`src/rtl/bsg_cgol_pkg.sv`:
```
// rtl/bsg_cgol_pkg.sv - shared types and constants for the cgol controller
package bsg_cgol_pkg;

  localparam int board_width_gp = 8;

  typedef enum logic [2:0] {
    eIdle,
    eLoad,
    eRun,
    eCapture,
    eDone
  } cgol_ctrl_state_e;

endpackage

```
`src/rtl/bsg_cgol_frame_counter.sv`:
```
// rtl/bsg_cgol_frame_counter.sv - loadable, clamping down-counter of remaining frames
module bsg_cgol_frame_counter
  import bsg_cgol_pkg::*;
#(
  parameter int width_p   = 11,
  parameter int max_val_p = 1024
) (
  input  logic               clk_i,
  input  logic               reset_i,
  input  logic               load_i,
  input  logic [width_p-1:0] val_i,
  input  logic               dec_i,
  output logic               is_one_o,
  output logic               is_zero_o
);

  localparam logic [width_p-1:0] max_lp = width_p'(max_val_p);

  logic [width_p-1:0] count_q, count_d;

  always_comb begin
    count_d = count_q;
    if (load_i) begin
      count_d = (val_i > max_lp) ? max_lp : val_i;
    end else if (dec_i && (count_q != '0)) begin
      count_d = count_q - width_p'(1);
    end
  end

  always_ff @(posedge clk_i) begin
    if (reset_i) begin
      count_q <= '0;
    end else begin
      count_q <= count_d;
    end
  end

  assign is_one_o  = (count_q == width_p'(1));
  assign is_zero_o = (count_q == '0);

endmodule

```
`src/rtl/bsg_cgol_ctrl.sv`:
```
// rtl/bsg_cgol_ctrl.sv - loads a board into the cell array, runs N generations, returns the result
module bsg_cgol_ctrl
  import bsg_cgol_pkg::*;
#(
  parameter int board_width_p     = board_width_gp,
  parameter int max_game_length_p = 1024,
  localparam int cells_lp         = board_width_p * board_width_p,
  localparam int cnt_width_lp     = $clog2(max_game_length_p + 1)
) (
  input  logic                    clk_i,
  input  logic                    reset_i,
  input  logic                    v_i,
  output logic                    ready_o,
  input  logic [cells_lp-1:0]     data_i,
  input  logic [cnt_width_lp-1:0] frames_i,
  output logic                    update_o,
  output logic [cells_lp-1:0]     update_val_o,
  output logic                    en_o,
  input  logic [cells_lp-1:0]     board_i,
  output logic                    v_o,
  output logic [cells_lp-1:0]     data_o,
  input  logic                    yumi_i
);

  cgol_ctrl_state_e state_q, state_d;
  logic [cells_lp-1:0] board_q, board_d;
  logic [cells_lp-1:0] result_q, result_d;
  logic cnt_load, cnt_dec, cnt_one, cnt_zero;

  bsg_cgol_frame_counter #(
    .width_p   (cnt_width_lp),
    .max_val_p (max_game_length_p)
  ) frame_counter (
    .clk_i     (clk_i),
    .reset_i   (reset_i),
    .load_i    (cnt_load),
    .val_i     (frames_i),
    .dec_i     (cnt_dec),
    .is_one_o  (cnt_one),
    .is_zero_o (cnt_zero)
  );

  always_comb begin
    state_d  = state_q;
    board_d  = board_q;
    result_d = result_q;
    ready_o  = 1'b0;
    update_o = 1'b0;
    en_o     = 1'b0;
    v_o      = 1'b0;
    cnt_load = 1'b0;
    cnt_dec  = 1'b0;
    case (state_q)
      eIdle: begin
        ready_o = 1'b1;
        if (v_i) begin
          board_d  = data_i;
          cnt_load = 1'b1;
          state_d  = eLoad;
        end
      end
      eLoad: begin
        update_o = 1'b1;
        state_d  = cnt_zero ? eCapture : eRun;
      end
      eRun: begin
        // the cycle that sees count==1 is the last generation
        en_o    = 1'b1;
        cnt_dec = 1'b1;
        if (cnt_one) state_d = eCapture;
      end
      eCapture: begin
        result_d = board_i;
        state_d  = eDone;
      end
      eDone: begin
        v_o = 1'b1;
        if (yumi_i) state_d = eIdle;
      end
      default: state_d = eIdle;
    endcase
  end

  always_ff @(posedge clk_i) begin
    if (reset_i) begin
      state_q  <= eIdle;
      board_q  <= '0;
      result_q <= '0;
    end else begin
      state_q  <= state_d;
      board_q  <= board_d;
      result_q <= result_d;
    end
  end

  assign update_val_o = board_q;
  assign data_o       = result_q;

endmodule

```
`config.mk`:
```
export PLATFORM = sky130hd
export DESIGN_NAME = bsg_cgol_ctrl
export DESIGN_NICKNAME = d
export VERILOG_FILES = /design/src/rtl/bsg_cgol_pkg.sv /design/src/rtl/bsg_cgol_frame_counter.sv /design/src/rtl/bsg_cgol_ctrl.sv
export SDC_FILE = /design/constraint.sdc
export NUM_CORES = 1
export LEC_CHECK = 0
export CAP_MARGIN = 20
export CORE_MARGIN = 2
export CORE_UTILIZATION = 40
export DETAILED_ROUTE_END_ITERATION = 7
export PLACE_DENSITY = 0.78
export SLEW_MARGIN = 20
export SYNTH_ARGS = -nofsm -noshare
export SYNTH_HDL_FRONTEND = slang
export SYNTH_HIERARCHICAL = 1
export SYNTH_SLANG_ARGS = --single-unit
```
`constraint.sdc`:
```
create_clock -name clk_i -period 2.8 [get_ports clk_i]
set_input_delay 0.56 -clock clk_i [delete_from_list [all_inputs] [get_ports clk_i]]
set_output_delay 0.56 -clock clk_i [all_outputs]
set_load 0.01 [all_outputs]
```
# Word-level counts from Yosys, hierarchy flattened
# Index checks and enable logic that the tools add are counted.
# classes
add_sub_neg	1
magnitude_cmp	1
n_eq_ne	8
mux	14
reduce_logical	7
# op_table
operator	count
11-bit two-way mux	3
3-bit one-hot mux with 5 select lines	1
11-bit by 1-bit equality test with 1-bit output, second input constant	1
11-bit > comparator, second input constant	1
11-bit logical NOT	1
11-bit nonzero test	1
11-bit by 1-bit subtractor with 11-bit output, second input constant	1
3-bit two-way mux	3
1-bit two-way mux	7
3-bit by 2-bit equality test with 1-bit output, second input constant	2
2-bit != test, second input constant	3
3-bit by 1-bit equality test with 1-bit output, second input constant	1
3-bit equality test, second input constant	1
3-bit logical NOT	1
3-bit AND reduction	1
2-bit AND reduction	1
2-bit nonzero test	1
1-bit logical AND	1
# totals
register_bits	142
output_inout_bits	132

# Logic depth before layout (Yosys ltp)
# logic_depth
depth_word	5
depth_mapped	10
ltp_nobuf	6

# Hierarchy
# The synthesis kept the hierarchy.
# modules_own_cells
mod	n_inst	cells_each	area_per_inst_um2	seq_area_each_um2
bsg_cgol_ctrl	1	576	4560.6	2622.5
bsg_cgol_frame_counter	1	94	783.3	220.2

# Worst setup path after synthesis
# No wires, ideal clock.
# synth_path
path_type	input to register
startpoint	in v_i
endpoint	reg frame_counter.count_q[3]
arrival_time_ps	2198
t_required_ps	2714
setup_slack_ps	516
path_stages	8
path_buffers	2
cell_sequence	or4b_4 > inv_2 > buf_2 > buf_2 > clkinv_1 > nor2_1 > a221oi_1 > a211oi_1
# synth_via
elab_chain_len	3
word_cells_on_any_way	4
cone_classes	mux (3); reduce/logical (1)
# synth_rtl
element	line	source
start, declared	bsg_cgol_ctrl.sv:12	input logic v_i,
1-bit two-way mux (*)	bsg_cgol_ctrl.sv:56	if (v_i) begin
1-bit two-way mux (*)	bsg_cgol_ctrl.sv:53	case (state_q)
net cnt_load	bsg_cgol_ctrl.sv:28	logic cnt_load, cnt_dec, cnt_one, cnt_zero;
11-bit two-way mux / 2-bit nonzero test (equally long branches)	-	
end signal, assigned	bsg_cgol_frame_counter.sv:34	count_q <= count_d;
end, declared	bsg_cgol_frame_counter.sv:19	logic [width_p-1:0] count_q, count_d;
# Mark *: on every way through the listed nets, which the timed path passes. The rest lies on a longest branch.
# A chain may end at the register's enable or synchronous reset.

# Worst setup path after layout
# layout_path
startpoint	reg state_q[0]
endpoint	out update_o
# layout_via
elab_chain_len	2
# layout_rtl
element	line	source
start, declared	bsg_cgol_ctrl.sv:25	cgol_ctrl_state_e state_q, state_d;
start signal, assigned	bsg_cgol_ctrl.sv:86	state_q <= eIdle;
start signal, assigned	bsg_cgol_ctrl.sv:90	state_q <= state_d;
3-bit by 1-bit equality test with 1-bit output	bsg_cgol_ctrl.sv:53	
1-bit two-way mux	bsg_cgol_ctrl.sv:53	
end, declared	bsg_cgol_ctrl.sv:16	output logic update_o,
# Every way passes these cells.

==> impl_results.html <==
<table>
<tr><th>Metric</th><th>Value</th></tr>
<tr><th colspan="2">Clock tree</th></tr>
<tr><td>Cell chosen for the clock root</td><td>clkbuf_16</td></tr>
<tr><td>Post-cts hold buffer count</td><td>0</td></tr>
<tr><td>Clock tree from TritonCTS</td><td>built</td></tr>
<tr><td>Clock H-tree levels</td><td>4</td></tr>
<tr><td>Number of clock sinks</td><td>around 140</td></tr>
<tr><td>Insertion delay of the later-clocked pin in the worst-skew pair</td><td>approximately 0.41 ns</td></tr>
<tr><td>Total of cells resized after clock tree synthesis</td><td>0</td></tr>
<tr><td>Clk slew on worst S/H paths</td><td>about 0.06 ns</td></tr>
<tr><td>Number of clock buffers inserted by TritonCTS</td><td>17</td></tr>
<tr><td>Post-CTS repair timing setup buffer count</td><td>0</td></tr>
<tr><td>Maximum number of buffers from clock root to sink</td><td>2</td></tr>
<tr><th colspan="2">Global route</th></tr>
<tr><td>Global-route wire length before repair</td><td>between 20000 and 25000 µm</td></tr>
<tr><td>All-Layer GR Usage</td><td>a little over a fifth</td></tr>
<tr><td>Number of global-route vias before repair</td><td>5060</td></tr>
<tr><td>Pin count of the biggest net entering global routing</td><td>73</td></tr>
<tr><td>Final global-route overflow total</td><td>0</td></tr>
<tr><td>Number of antenna violations at the first check in global routing</td><td>0</td></tr>
<tr><th colspan="2">Finish</th></tr>
<tr><td>Antenna diodes</td><td>0</td></tr>
<tr><td>Number of nets at the end of the flow</td><td>between 1000 and 1500</td></tr>
<tr><td>Layout overhead on the synthesized area</td><td>64.9%</td></tr>
<tr><td>Proportion of layout cells with a drive suffix above 1</td><td>approximately 6.0%</td></tr>
<tr><th colspan="2">Timing</th></tr>
<tr><td>Worst Clk Skew</td><td>0.00480 ns</td></tr>
<tr><td>Maximum clock rate</td><td>roughly 430 MHz</td></tr>
<tr><td>Slew at the pin closest to its max-slew limit</td><td>about 0.7 ns</td></tr>
<tr><td>Accumulated negative setup slack</td><td>0 ns</td></tr>
<tr><td>Post-layout minimum cycle time</td><td>2.33 ns</td></tr>
<tr><td>Hold Violations, Final</td><td>0</td></tr>
<tr><td>Relative slew slack</td><td>a little over half</td></tr>
<tr><td>Setup repair after global routing missed its margin</td><td>no</td></tr>
<tr><td>Post-layout worst setup margin</td><td>0.471 ns</td></tr>
<tr><td>Final period utilization</td><td>between 80% and 90%</td></tr>
<tr><td>Final-report max-slew violation count</td><td>0</td></tr>
<tr><td>Final setup violation count</td><td>0</td></tr>
<tr><th colspan="2">Synthesis</th></tr>
<tr><td>Sequential-to-total area share from yosys stat</td><td>between 50 and 60%</td></tr>
<tr><td>Fraction of synthesis flops using an asynchronous set or reset pin</td><td>0%</td></tr>
<tr><td>Most common flop cell mapped by yosys</td><td>dfxtp_1</td></tr>
<tr><td>Netlist area before placement</td><td>around 0.0053 mm²</td></tr>
<tr><td>Post-Synthesis Cells</td><td>670</td></tr>
<tr><td>Count of synthesis-stage warnings from yosys</td><td>6</td></tr>
<tr><td>Synth Register Bits</td><td>142</td></tr>
<tr><td>Synthesized area divided by synthesized cell count</td><td>7.98 µm²</td></tr>
<tr><td>Total nets after synthesis</td><td>815</td></tr>
<tr><td>Distinct cell type count of the synthesized netlist</td><td>53</td></tr>
<tr><td>EDFF count, synth</td><td>0</td></tr>
<tr><th colspan="2">Routing</th></tr>
<tr><td>Iteration-0 DRC count of the detailed router</td><td>approximately 350</td></tr>
<tr><td>Count of antenna-violating nets left after detailed routing</td><td>0</td></tr>
<tr><td>DRT Pass-1 Iters</td><td>6</td></tr>
<tr><td>Total number of vias</td><td>approximately 5400</td></tr>
<tr><td>Remaining design rule violation count</td><td>0</td></tr>
<tr><td>Average wire per cell in the routed design</td><td>~14 µm</td></tr>
<tr><td>Detailed-route vias per instance</td><td>roughly 5</td></tr>
<tr><td>WL final</td><td>15800 µm</td></tr>
<tr><th colspan="2">Worst setup path</th></tr>
<tr><td>Critical Path Sink</td><td>update_o</td></tr>
<tr><td>Crit-path cells</td><td>nor3b_1 -&gt; clkdlybuf4s50_1</td></tr>
<tr><td>Launching element type of the critical path</td><td>register</td></tr>
<tr><td>Critical path's top delay family</td><td>buffers and inverters</td></tr>
<tr><td>Number of buffer and inverter instances along the worst setup path</td><td>1</td></tr>
<tr><td>Critical path type</td><td>register to output pin</td></tr>
<tr><td>Slowest Stage Delay on Critical Path</td><td>about 0.6 ns</td></tr>
<tr><td>Worst path arrival time</td><td>about 1.8 ns</td></tr>
<tr><td>Worst setup startpoint</td><td>state_q[0]</td></tr>
<tr><td>Worst Reg2Reg Path Length in Cells</td><td>7</td></tr>
<tr><td>Destination of the worst register-to-register timing path</td><td>frame_counter/count_q[4]</td></tr>
<tr><td>Reg2reg setup slack</td><td>around 0.71 ns</td></tr>
<tr><td>Critical path depth in cells</td><td>2</td></tr>
<tr><td>Start of the worst register-to-register path</td><td>state_q[1]</td></tr>
<tr><td>Worst Path Required</td><td>between 2 and 2.5 ns</td></tr>
<tr><td>Slowest stage cell, crit path</td><td>clkdlybuf4s50_1</td></tr>
<tr><td>Largest fanout on the critical path</td><td>10</td></tr>
<tr><td>Endpoint type of the worst setup path</td><td>output pin</td></tr>
<tr><th colspan="2">Die</th></tr>
<tr><td>Standard-cell row count</td><td>42</td></tr>
<tr><td>Die area</td><td>roughly 0.014 mm²</td></tr>
<tr><td>Die width</td><td>about 120 µm</td></tr>
<tr><td>Height of the chip</td><td>about 120 µm</td></tr>
<tr><td>Core area</td><td>0.0131 mm²</td></tr>
<tr><td>I/O pin count</td><td>around 280</td></tr>
<tr><td>Starting utilization of the core area</td><td>approximately two fifths</td></tr>
<tr><th colspan="2">Min path</th></tr>
<tr><td>Start point of the worst min-delay path</td><td>update_val_o[47]</td></tr>
<tr><td>Worst min-delay path class</td><td>register to register</td></tr>
<tr><th colspan="2">Power</th></tr>
<tr><td>Power per cell area</td><td>roughly 700 mW/mm²</td></tr>
<tr><td>Leakage power</td><td>0.00311 µW</td></tr>
<tr><td>VDD IR max</td><td>0.398 mV</td></tr>
<tr><th colspan="2">Place</th></tr>
<tr><td>Weighted congestion at the end of routability-driven global placement</td><td>0.795</td></tr>
<tr><td>Worst setup slack before clock tree synthesis</td><td>0.162 ns</td></tr>
<tr><td>Post-DP HPWL</td><td>~11000 µm</td></tr>
<tr><td>Buffers on Ports</td><td>approximately 270</td></tr>
<tr><th colspan="2">Job</th></tr>
<tr><td>Max_cap viols</td><td>0</td></tr>
<tr><th colspan="2">Status</th></tr>
<tr><td>Result of the run</td><td>completed</td></tr>
</table>
==> placed cells by master, fill, tap and decap left out, types with 2 or more instances in the layout <==
cell type / Yosys / final
a211oi_1: 3 / 3
a21oi_1: 133 / 133
a31oi_1: 4 / 4
a32oi_1: 2 / 2
buf_12: 0 / 3
buf_4: 0 / 9
bufinv_16: 0 / 4
clkbuf_1: 23 / 2
clkbuf_16: 0 / 17
clkbuf_8: 0 / 3
clkdlybuf4s50_1: 0 / 273
clkinv_2: 0 / 3
clkinvlp_4: 0 / 2
dfxtp_1: 142 / 142
ha_1: 2 / 2
inv_1: 5 / 5
nand2_1: 261 / 261
nand2b_1: 2 / 2
nand3_1: 5 / 5
nand3b_1: 3 / 3
nand4b_1: 2 / 2
nor2_1: 10 / 10
nor2b_1: 2 / 2
nor3_1: 6 / 6
nor3b_1: 4 / 4
o21ai_0: 3 / 3
==> Yosys cell counts, types with 2 or more instances <==
cell type / n / area, µm²
nand2_1: 261 / 980
buf_2: 12 / 60.1
buf_1: 8 / 30.0
o21ai_0: 3 / 15.0
nor2b_1: 2 / 12.5
nor3_1: 6 / 30.0
a32oi_1: 2 / 17.5
a31oi_1: 4 / 25.0
nand4b_1: 2 / 17.5
nand3_1: 5 / 25.0
a211oi_1: 3 / 22.5
inv_1: 5 / 18.8
a21oi_1: 133 / 666
buf_6: 6 / 67.6
ha_1: 2 / 25.0
clkbuf_1: 23 / 86.3
nor3b_1: 4 / 30.0
dfxtp_1: 142 / 2840
nand3b_1: 3 / 22.5
nand2b_1: 2 / 12.5
nor2_1: 10 / 37.5
==> how the worst min path moves through the flow <==
stage	cells after the start	to	slack (ns)
after floorplan	2	data_o[0]	0.48
after global placement	2	data_o[48]	0.44
after detailed placement	2	data_o[30]	0.45
after CTS	2	update_val_o[1]	0.45
after global routing	2	data_o[51]	0.47
final	2	update_val_o[47]	0.45
==> cells by family (layout without fill, tap and decap cells) <==
| logic type | after synthesis | after routing | synth area share, % |
|---|---|---|---|
| compound gates | 158 | 158 | 16.2 |
| mux | 2 | 2 | 0.398 |
| buf+inv | 56 | 324 | 5.06 |
| flops | 142 | 142 | 53.2 |
| simple gates | 308 | 308 | 24.3 |
| fa+ha+maj | 2 | 2 | 0.468 |
| xor+xnor | 2 | 2 | 0.328 |
==> metrics by stage <==
step	cells	hold WS, ns	util [%]	instance area (µm²)	total power, µW
floorplan	670	0.481	-	5340	3270
global placement	1082	0.441	62.3	8180	3960
detailed placement	1082	0.445	62.3	8180	3980
CTS	1114	0.453	67.1	8810	6390
global route	1114	0.467	67.1	8810	6660
finish	1114	0.450	67.1	8810	6330
==> layout make-up <==
type / instances / area, µm²
inverter: 7 / 26.3
sequential: 142 / 2840
timing repair buffer: 285 / 2860
fill: 1108 / 4320
clock buffer: 22 / 474
multi-input combinational: 472 / 2230
tap: 176 / 220
clock inverter: 10 / 159
==> worst min-delay path, cell delays in order (launching register included) <==
cell,delay (ns)
dfxtp_1,0.30
nand2_1,0.05
a21oi_1,0.05
==> state kept, by name, summed over array words and instances, names as in the netlist <==
register / flops
data_o: 64
update_val_o: 64
frame_counter/count_q: 11
state_q: 3
==> metal layers <==
metal  vias to the layer above  track usage (%)  wire [µm]
met3                        31             7.13       1260
met1                      2462             25.5       6480
met2                       216             36.8       7610
met5                         -                0          0
met4                         0             9.93        428
li1                       2725                -          -
==> power by group <==
part	internal (µW)	switching [µW]	leakage (µW)
clock	1560	831	0.000307
combinational	797	774	0.00165
sequential	2220	141	0.00116
Note: power is estimated with default switching activity, not from simulation.
